==> src/rtl/heap_sort_node_delay_if.sv <==
// Bus bundle for one heapsort sift-down node: upstream token, child-store
// left/right ports, parent-store bottom port and downstream token.
interface heap_sort_node_delay_if #(
  parameter int DATA_WIDTH = 32,
  parameter int ADDR_WIDTH = 5
);
  logic                  in_valid;
  logic [DATA_WIDTH-1:0] in_data;
  logic [ADDR_WIDTH-1:0] in_addr;
  logic                  in_ready;

  logic [ADDR_WIDTH-1:0] lm_addr;
  logic [DATA_WIDTH-1:0] lm_din;
  logic                  lm_we;
  logic [DATA_WIDTH-1:0] lm_dout;

  logic [ADDR_WIDTH-1:0] rm_addr;
  logic [DATA_WIDTH-1:0] rm_din;
  logic                  rm_we;
  logic [DATA_WIDTH-1:0] rm_dout;

  logic [ADDR_WIDTH-1:0] up_addr;
  logic [DATA_WIDTH-1:0] up_din;
  logic                  up_we;
  logic                  up_branch;

  logic                  out_valid;
  logic [DATA_WIDTH-1:0] out_data;
  logic [ADDR_WIDTH:0]   out_addr;
  logic                  out_ready;

  // Node side
  modport slave (
    input  in_valid, in_data, in_addr, lm_dout, rm_dout, out_ready,
    output in_ready, lm_addr, lm_din, lm_we, rm_addr, rm_din, rm_we,
           up_addr, up_din, up_we, up_branch, out_valid, out_data, out_addr
  );

  // Environment side (upstream node, stores, downstream node)
  modport master (
    output in_valid, in_data, in_addr, lm_dout, rm_dout, out_ready,
    input  in_ready, lm_addr, lm_din, lm_we, rm_addr, rm_din, rm_we,
           up_addr, up_din, up_we, up_branch, out_valid, out_data, out_addr
  );
endinterface

==> src/rtl/heap_sort_node_delay.sv <==
// Heapsort sift-down compare/swap node for one-cycle-latency stores.
// Reads a child pair, writes the winner into the parent slot and, on a swap,
// forwards the displaced value to the next node down.
// Optional: define HEAP_SORT_MIN_HEAP_EN for a min-heap (default max-heap).
module heap_sort_node_delay #(
  parameter int DATA_WIDTH = 32,
  parameter int ADDR_WIDTH = 5,
  parameter int LEVEL      = 1,
  parameter int LAST       = 0
) (
  input  logic                   clk,
  input  logic                   rst,
  heap_sort_node_delay_if.slave  io
);

  // LEVEL only matters to whoever wires the parent store; sanity-check it here.
  if (LEVEL < 0 || ADDR_WIDTH < 1) begin : g_param_chk
    $error("heap_sort_node_delay: bad LEVEL/ADDR_WIDTH");
  end

  typedef enum logic [1:0] {S_IDLE, S_RD, S_CMP, S_OUT} state_t;

  state_t                state, state_nxt;
  logic [DATA_WIDTH-1:0] data_q;
  logic [ADDR_WIDTH-1:0] addr_q;
  logic                  sel_q;

  logic [DATA_WIDTH-1:0] c_val;
  logic                  sel;
  logic                  keep;

  // Child select and keep/swap decision; only meaningful in CMP.
  always_comb begin
`ifdef HEAP_SORT_MIN_HEAP_EN
    sel  = io.rm_dout < io.lm_dout;
    c_val = sel ? io.rm_dout : io.lm_dout;
    keep = data_q <= c_val;
`else
    sel  = io.rm_dout > io.lm_dout;
    c_val = sel ? io.rm_dout : io.lm_dout;
    keep = data_q >= c_val;
`endif
  end

  // State and token registers; sel_q only moves on a swap.
  always_ff @(posedge clk) begin
    if (rst) begin
      state  <= S_IDLE;
      data_q <= '0;
      addr_q <= '0;
      sel_q  <= 1'b0;
    end else begin
      state <= state_nxt;
      if (state == S_IDLE && io.in_valid) begin
        data_q <= io.in_data;
        addr_q <= io.in_addr;
      end
      if (state == S_CMP && !keep) sel_q <= sel;
    end
  end

  // Next-state: fixed RD/CMP walk, OUT only for a swapping non-last node.
  always_comb begin
    state_nxt = state;
    case (state)
      S_IDLE: if (io.in_valid) state_nxt = S_RD;
      S_RD:   state_nxt = S_CMP;
      S_CMP:  if (keep || LAST != 0) state_nxt = S_IDLE;
              else                   state_nxt = S_OUT;
      S_OUT:  if (io.out_ready) state_nxt = S_IDLE;
      default: state_nxt = S_IDLE;
    endcase
  end

  // Strobes; suppressed while reset is held so an aborted token never writes.
  always_comb begin
    io.in_ready  = (state == S_IDLE);
    io.up_we     = 1'b0;
    io.up_din    = data_q;
    io.lm_we     = 1'b0;
    io.rm_we     = 1'b0;
    io.out_valid = 1'b0;
    if (!rst) begin
      case (state)
        S_CMP: begin
          io.up_we = 1'b1;
          if (!keep) begin
            io.up_din = c_val;
            io.lm_we  = ~sel;
            io.rm_we  = sel;
          end
        end
        S_OUT:   io.out_valid = 1'b1;
        default: ;
      endcase
    end
  end

  // Address/data fan-out is purely from the token registers.
  assign io.lm_addr   = addr_q;
  assign io.rm_addr   = addr_q;
  assign io.lm_din    = data_q;
  assign io.rm_din    = data_q;
  assign io.up_addr   = addr_q >> 1;
  assign io.up_branch = addr_q[0];
  assign io.out_data  = data_q;
  assign io.out_addr  = {addr_q, sel_q};

endmodule

==> src/flat_wrapper.sv <==
// flat-port wrapper written by rule: the top's interface ports become plain ports
module heap_sort_node_delay_flat 
#(
  parameter int DATA_WIDTH = 32,
  parameter int ADDR_WIDTH = 5,
  parameter int LEVEL      = 1,
  parameter int LAST       = 0
)
  (clk, rst, io_in_valid, io_in_data, io_in_addr, io_lm_dout, io_rm_dout, io_out_ready, io_in_ready, io_lm_addr, io_lm_din, io_lm_we, io_rm_addr, io_rm_din, io_rm_we, io_up_addr, io_up_din, io_up_we, io_up_branch, io_out_valid, io_out_data, io_out_addr);
  heap_sort_node_delay_if #(.DATA_WIDTH(DATA_WIDTH), .ADDR_WIDTH(ADDR_WIDTH)) io_i ();
  input  logic clk;
  input  logic rst;
  input wire logic [$bits(io_i.in_valid)-1:0] io_in_valid;
  input wire logic [$bits(io_i.in_data)-1:0] io_in_data;
  input wire logic [$bits(io_i.in_addr)-1:0] io_in_addr;
  input wire logic [$bits(io_i.lm_dout)-1:0] io_lm_dout;
  input wire logic [$bits(io_i.rm_dout)-1:0] io_rm_dout;
  input wire logic [$bits(io_i.out_ready)-1:0] io_out_ready;
  output wire logic [$bits(io_i.in_ready)-1:0] io_in_ready;
  output wire logic [$bits(io_i.lm_addr)-1:0] io_lm_addr;
  output wire logic [$bits(io_i.lm_din)-1:0] io_lm_din;
  output wire logic [$bits(io_i.lm_we)-1:0] io_lm_we;
  output wire logic [$bits(io_i.rm_addr)-1:0] io_rm_addr;
  output wire logic [$bits(io_i.rm_din)-1:0] io_rm_din;
  output wire logic [$bits(io_i.rm_we)-1:0] io_rm_we;
  output wire logic [$bits(io_i.up_addr)-1:0] io_up_addr;
  output wire logic [$bits(io_i.up_din)-1:0] io_up_din;
  output wire logic [$bits(io_i.up_we)-1:0] io_up_we;
  output wire logic [$bits(io_i.up_branch)-1:0] io_up_branch;
  output wire logic [$bits(io_i.out_valid)-1:0] io_out_valid;
  output wire logic [$bits(io_i.out_data)-1:0] io_out_data;
  output wire logic [$bits(io_i.out_addr)-1:0] io_out_addr;
  assign io_i.in_valid = io_in_valid;
  assign io_i.in_data = io_in_data;
  assign io_i.in_addr = io_in_addr;
  assign io_i.lm_dout = io_lm_dout;
  assign io_i.rm_dout = io_rm_dout;
  assign io_i.out_ready = io_out_ready;
  assign io_in_ready = io_i.in_ready;
  assign io_lm_addr = io_i.lm_addr;
  assign io_lm_din = io_i.lm_din;
  assign io_lm_we = io_i.lm_we;
  assign io_rm_addr = io_i.rm_addr;
  assign io_rm_din = io_i.rm_din;
  assign io_rm_we = io_i.rm_we;
  assign io_up_addr = io_i.up_addr;
  assign io_up_din = io_i.up_din;
  assign io_up_we = io_i.up_we;
  assign io_up_branch = io_i.up_branch;
  assign io_out_valid = io_i.out_valid;
  assign io_out_data = io_i.out_data;
  assign io_out_addr = io_i.out_addr;
  heap_sort_node_delay #(.DATA_WIDTH(DATA_WIDTH), .ADDR_WIDTH(ADDR_WIDTH), .LEVEL(LEVEL), .LAST(LAST)) u_core (.clk(clk), .rst(rst), .io(io_i));
endmodule
==> config.mk <==
export PLATFORM = sky130hd
export DESIGN_NAME = heap_sort_node_delay_flat
export DESIGN_NICKNAME = d
export VERILOG_FILES = /design/src/rtl/heap_sort_node_delay_if.sv /design/src/rtl/heap_sort_node_delay.sv /design/src/flat_wrapper.sv
export SDC_FILE = /design/constraint.sdc
export NUM_CORES = 1
export LEC_CHECK = 0
export BUFFER_PORTS_ARGS = -buffer_cell sky130_fd_sc_hd__buf_2
export CAP_MARGIN = 20
export CORE_MARGIN = 5
export CORE_UTILIZATION = 40
export CTS_BUF_LIST = sky130_fd_sc_hd__clkbuf_16
export CTS_CLUSTER_DIAMETER = 30
export DETAILED_ROUTE_END_ITERATION = 10
export PLACE_DENSITY_LB_ADDON = 0.12
export SLEW_MARGIN = 15
export SYNTH_ARGS = -nofsm -noshare
export SYNTH_HDL_FRONTEND = slang
export SYNTH_SLANG_ARGS = --single-unit
==> constraint.sdc <==
create_clock -name clk -period 6.54 [get_ports clk]
set_clock_uncertainty 0.1 [all_clocks]
set_input_delay 0.654 -clock clk [delete_from_list [all_inputs] [get_ports clk]]
set_output_delay 0.654 -clock clk [all_outputs]
set_load 0.01 [all_outputs]
==> reports/results.ini, run 1 <==
[detailed_routing]
drt_iter0_markers = 133
wire_per_inst_um = 15.4
first_pass_iters = 4
vias = 4221
vias_per_cell = 4.84
drc = 0
ant_nets = 0
wl_mm = 13.4

[clock_tree]
clock-sinks = 40
htreeDepth = 2
cts_buffers = 5
clkTransAtPathRegs_ns = 0.06
root_buffer = clkbuf_16
post_cts_buffers = 0
clock_latency_ns = 0.28
post_cts_resized = 0
cts_tree = done
clock_path_buffers = 2
cts_hold_buf = 0

[setup_path]
crit_required_ns = 5.79
worstSetupPathType = in -> out
start_kind = primary input
cp_max_fo = 12
end_kind = primary output
cp.arrival_ns = 5.30
r2r_end = u_core.sel_q
rr_worst_depth = 11
reg2reg_slack_ns = 3.82
r2r-start = u_core.io.lm_din[0]

[synthesis]
synth_edf_count = 0
ys_warn_count = 0
ys_seq_area_share_pct = 18.5
syn_area_um2 = 4330
ys_async_sr_fraction_pct = 0
syn_nets = 728
synth_ff_type = dfxtp_1
synth-seq-cells = 40
ys_types = 41
post_synth_inst_count = 559
syn_avg_cell_area_um2 = 7.74

[floorplan]
row_count = 38
core_um2 = 10700
io_pins = 260
die_h_um = 114
dieArea_um2 = 13000
die_w_um = 114
start_util_pct = 40.3

[timing]
rsz0062_at_grt = no
period_share_pct = 92.6
hold_viol = 0
min_period_ns = 6.05
maxSlewHeadroom_pct = 40.9
worst_slew_pin_slew_ns = 0.886
fmax_mhz = 165
setup_viol = 0
fin_ws_ns = 0.487
whs_ns = 0.390
tns_ns = 0
slew_viol_final = 0

[cells_and_area]
diodes = 0
nets = 901
syn2layout_area_growth_pct = 23.8
fillerInstances = 1137
final_cells = 873
fin_util_pct = 49.9
design_area_um2 = 5360
layout-drive-gt1-share_pct = 38.3
layout_commonest_cell = buf_2
layout_common_cells = buf_2, nand2_1, inv_1

[placed_design]
place_ws_ns = 0.199
dp_cells = 863
port_buffers = 258
hpwl_mm = 11.1
routabilityCongestion = 0.841
postPlaceCellArea_um2 = 5170

[min_path]
hold_path.class = reg -> reg
hold_path_end = u_core.io.lm_addr[2]
min_from = u_core.io.lm_addr[2]
worstHoldPathCells = 2

[power]
pwr-share-seq_pct = 24.7
powerDensity_nw_per_um2 = 279
p_leak_nw = 3.30
total_power_mw = 1.50
p_sw_uw = 656
swShare_pct = 43.8
peakVddDrop_v = 0.000129
p_int_uw = 842
p_clk_share_pct = 18.9
comb_power_share_pct = 56.5

[global_route]
grt_max_degree = 44
grt-ovfl-total = 0
grt_pass1_wl_mm = 20.9
grt_use_total_pct = 19.8
grt_pass1_vias = 4226
antenna_found_initial = 1

[run]
timing.max_cap.violations = 0

[outcome]
run_status = finished, final reports clean

## worst max-delay path by stage
stage                               from            end  cells past startpoint
after floorplan           io_lm_dout[26]  io_up_din[13]                     19
after global routing      io_lm_dout[15]   io_up_din[9]                     20
after CTS                 io_lm_dout[14]   io_up_din[9]                     20
final                     io_lm_dout[14]   io_up_din[0]                     20
after global placement    io_lm_dout[15]  io_up_din[11]                     20
after detailed placement  io_lm_dout[14]   io_up_din[9]                     20
## layer usage
layer  GRT usage [%]  up-vias  part of all wire (%)
li1                -     2154                     -
met1            24.3     1889                    42
met2            35.1      168                    48
met3            4.83        8                   8.7
met4            3.96        2                  0.58
met5               0        -                 0.052
## sequential cells by signal, indices dropped and copies added (netlist names)
| register | count |
|---|---|
| u_core.io.lm_addr | 5 |
| u_core.io.lm_din | 32 |
| u_core.sel_q | 1 |
| u_core.state | 2 |
## Yosys cell counts, drive strengths merged (4+ instances only)
| master | count | area, um^2 |
|---|---|---|
| buf | 90 | 668 |
| nand2 | 88 | 330 |
| inv | 66 | 248 |
| ha | 64 | 801 |
| mux2i | 62 | 621 |
| a21oi | 61 | 305 |
| dfxtp | 40 | 801 |
| nand4 | 12 | 75.1 |
| clkbuf | 11 | 41.3 |
| nor2 | 10 | 45.0 |
| o21ai | 8 | 40.0 |
| a21o | 6 | 45.0 |
| nor2b | 4 | 25.0 |
| o211ai | 4 | 30.0 |
## logic make-up after synthesis
family	count (synthesis)	synth area share, %
buffers and inverters	167	22.1
AND/OR/NAND/NOR	130	13.4
AO/OA/AOI/OAI	93	12.5
multiplexers	64	14.9
adder cells (fa/ha/maj)	64	18.5
flip-flops	40	18.5
other	1	0.0866
## critical path, stage by stage
cell	delay (ns)
buf_2	0.09
inv_1	0.04
ha_1	0.31
nand4_1	0.20
or4_1	0.63
nor2_1	0.19
o22ai_1	0.15
nor2_4	0.30
buf_4	0.32
mux2i_1	0.28
ha_1	0.28
a21o_1	0.19
a21o_1	0.17
a21oi_1	0.22
o211ai_1	0.14
a21oi_1	0.34
a31oi_4	0.17
buf_12	0.18
mux2_2	0.27
buf_2	0.14
## power by group through the flow
stage               combinational (mW)  clock, mW  sequential (mW)
floorplan                        0.598          0            0.382
global placement                 0.845          0            0.374
detailed placement               0.848          0            0.377
CTS                              0.851      0.290            0.372
global route                     0.940      0.297            0.385
finish                           0.846      0.283            0.370
## area by class of cell
| class | count | area (um^2) | area share (%) |
|---|---|---|---|
| well taps | 140 | 175 | 3.27 |
| clock buffers | 5 | 125 | 2.33 |
| inverters | 66 | 248 | 4.62 |
| flip-flops and latches | 40 | 801 | 14.9 |
| multi-input cells | 352 | 2590 | 48.2 |
| repair buffers | 267 | 1380 | 25.8 |
| clock inverters | 3 | 42.5 | 0.793 |
Note: power is estimated with default switching activity, not from simulation.
==> inputs of run 2 (changes only) <==
Settings changed: BUFFER_PORTS_ARGS -buffer_cell sky130_fd_sc_hd__buf_2 to -buffer_cell sky130_fd_sc_hd__clkbuf_2, CORE_ASPECT_RATIO set to 1.5.
==> reports/results.ini, run 2 (synthesized netlist as in run 1, its figures left out) <==
[placed_design]
routabilityCongestion = 0.867  ; was 0.841
hpwl_mm = 11.3  ; was 11.1 mm
port_buffers = 258  ; unchanged
place_ws_ns = 0.216  ; was 0.199 ns

[clock_tree]
cts_tree = done  ; unchanged
clock-sinks = 40  ; unchanged
cts_buffers = 5  ; unchanged
cts_hold_buf = 0  ; unchanged
post_cts_buffers = 0  ; unchanged
clock_latency_ns = 0.28  ; about the same
clkTransAtPathRegs_ns = 0.06  ; about the same
post_cts_resized = 0  ; unchanged
htreeDepth = 2  ; unchanged
clock_path_buffers = 2  ; unchanged
root_buffer = clkbuf_16  ; unchanged

[floorplan]
row_count = 46  ; was 38
die_h_um = 137  ; was 114 um
start_util_pct = 40.9  ; was 40.3%
die_w_um = 94.9  ; was 114 um
core_um2 = 10600  ; was 10700 um^2
io_pins = 260  ; unchanged
dieArea_um2 = 13000  ; about the same

[power]
peakVddDrop_v = 0.000126  ; was 0.000129 V
total_power_mw = 1.45  ; was 1.50 mW
powerDensity_nw_per_um2 = 272  ; was 279 nW/um^2
p_leak_nw = 3.19  ; was 3.30 nW

[cells_and_area]
layout_commonest_cell = clkbuf_2  ; was buf_2
largest_reg_flops = 32  ; unchanged
layout-drive-gt1-share_pct = 38.0  ; was 38.3%
syn2layout_area_growth_pct = 23.0  ; was 23.8%
nets = 900  ; was 901
layout_common_cells = clkbuf_2, nand2_1, inv_1  ; was buf_2, nand2_1, inv_1
diodes = 0  ; unchanged

[detailed_routing]
first_pass_iters = 4  ; unchanged
ant_nets = 0  ; unchanged
drt_iter0_markers = 103  ; was 133
wl_met1_mm = 4.82  ; was 5.68 mm
wl_mm = 13.4  ; about the same
met3_length_um = 886  ; was 1.17 mm
dr.max_layer_used = met4  ; was met5
drc = 0  ; unchanged
vias_per_cell = 4.80  ; was 4.84
wire_per_inst_um = 15.3  ; was 15.4 um
vias = 4207  ; was 4221
wl_met2_mm = 7.33  ; was 6.47 mm

[setup_path]
cp_slowest_cell = or4_1  ; unchanged
r2r_end = u_core.sel_q  ; unchanged
slowest_delay_ns = 0.60  ; was 0.63 ns
start_kind = primary input  ; unchanged
cpMostUsedCell = buf_4
worst-path-buf-inv = 6  ; was 5
worstSetupPathType = in -> out  ; unchanged
cp_max_fo = 11  ; was 12
reg2reg_slack_ns = 3.55  ; was 3.82 ns
worstPathCellList = clkbuf_2 > inv_1 > ha_1 > nand4_1 > or4_1 > nor2_1 > o22ai_1 > nor2_4 > buf_4 > mux2i_1 > ha_1 > a21o_1 > a211oi_1 > nor4_1 > o41ai_1 > buf_4 > a31oi_4 > buf_4 > mux2i_1 > clkbuf_2  ; was buf_2 > inv_1 > ha_1 > nand4_1 > or4_1 > nor2_1 > o22ai_1 > nor2_4 > buf_4 > mux2i_1 > ha_1 > a21o_1 > a21o_1 > a21oi_1 > o211ai_1 > a21oi_1 > a31oi_4 > buf_12 > mux2_2 > buf_2
r2r-start = u_core.io.lm_din[0]  ; unchanged
cp.arrival_ns = 5.41  ; was 5.30 ns
rr_worst_depth = 10  ; was 11
end_kind = primary output  ; unchanged
cp_top_family = simple AND/OR/NAND/NOR gates  ; was compound AO/OA/AOI/OAI gates
crit_required_ns = 5.79  ; about the same

[timing]
fmax_mhz = 162  ; was 165 MHz
rsz0062_at_grt = no  ; unchanged
min_period_ns = 6.17  ; was 6.05 ns
worst_slew_pin_slew_ns = 0.950  ; was 0.886 ns
whs_ns = 0.402  ; was 0.390 ns
setup_viol = 0  ; unchanged
maxSlewHeadroom_pct = 36.7  ; was 40.9%
period_share_pct = 94.3  ; was 92.6%
slew_viol_final = 0  ; unchanged
fin_ws_ns = 0.371  ; was 0.487 ns
tns_ns = 0  ; unchanged
hold_viol = 0  ; unchanged

[global_route]
antenna_found_initial = 0  ; was 1
grt-ovfl-total = 0  ; unchanged
grt_max_degree = 44  ; unchanged
grt_pass1_wl_mm = 20.3  ; was 20.9 mm
grt_use_total_pct = 19.7  ; was 19.8%
grt_pass1_vias = 4250  ; was 4226

[outcome]
run_status = finished, final reports clean  ; unchanged

[min_path]
min_from = u_core.io.lm_addr[2]  ; unchanged
worstHoldPathCells = 2  ; unchanged
hold_path_end = u_core.io.lm_addr[2]  ; unchanged
hold_path.class = reg -> reg  ; unchanged

[run]
timing.max_cap.violations = 0  ; unchanged

[run 2: power by group]
part,internal (mW),switching (mW)
Sequential,0.296,0.0770
Combinational,0.353,0.485
Clock,0.139,0.100
[run 2: worst max path at each step]
stage	start	to	slack [ns]	cells past startpoint
6_report	io_lm_dout[11]	io_up_din[3]	0.37	20
5_1_grt	io_lm_dout[10]	io_up_din[9]	0.06	20
4_1_cts	io_lm_dout[11]	io_up_din[10]	0.17	20
3_5_place_dp	io_lm_dout[11]	io_up_din[10]	0.22	20
3_3_place_gp	io_lm_dout[11]	io_up_din[11]	0.21	20
2_1_floorplan	io_lm_dout[26]	io_up_din[13]	1.20	19
[run 2: metal layers]
metal | vias to the layer above | global-route usage, %
met4 | 0 | 6.58
met1 | 1881 | 20.1
met2 | 148 | 39.3
li1 | 2158 | -
met5 | - | 0
met3 | 20 | 3.39
[run 2: worst register-to-register path: stages, from the launching register on]
cell and delay, ns:
dfxtp_1 0.41, inv_1 0.06, ha_1 0.28, nand2b_1 0.14
a21o_1 0.18, a211oi_1 0.38, nor4_1 0.12, o41ai_1 0.37
buf_4 0.21, a31oi_2 0.32, a2bb2o_1 0.37
[run 2: per-stage QoR]
step / utilization, % / cells / instance area (um^2)
6_report: 50.3 / 876 / 5320
4_1_cts: 50.2 / 875 / 5310
2_1_floorplan: - / 559 / 4330
5_1_grt: 50.3 / 876 / 5320
3_3_place_gp: 48.8 / 867 / 5170
3_5_place_dp: 48.8 / 867 / 5170
[run 2: cell type report]
class,instances,area (um^2)
clock buffer,5,125
clock inverter,3,15.0
fill,1158,5270
inverter,66,248
multi-input combinational,353,2600
sequential,40,801
tap,144,180
timing repair buffer,265,1360
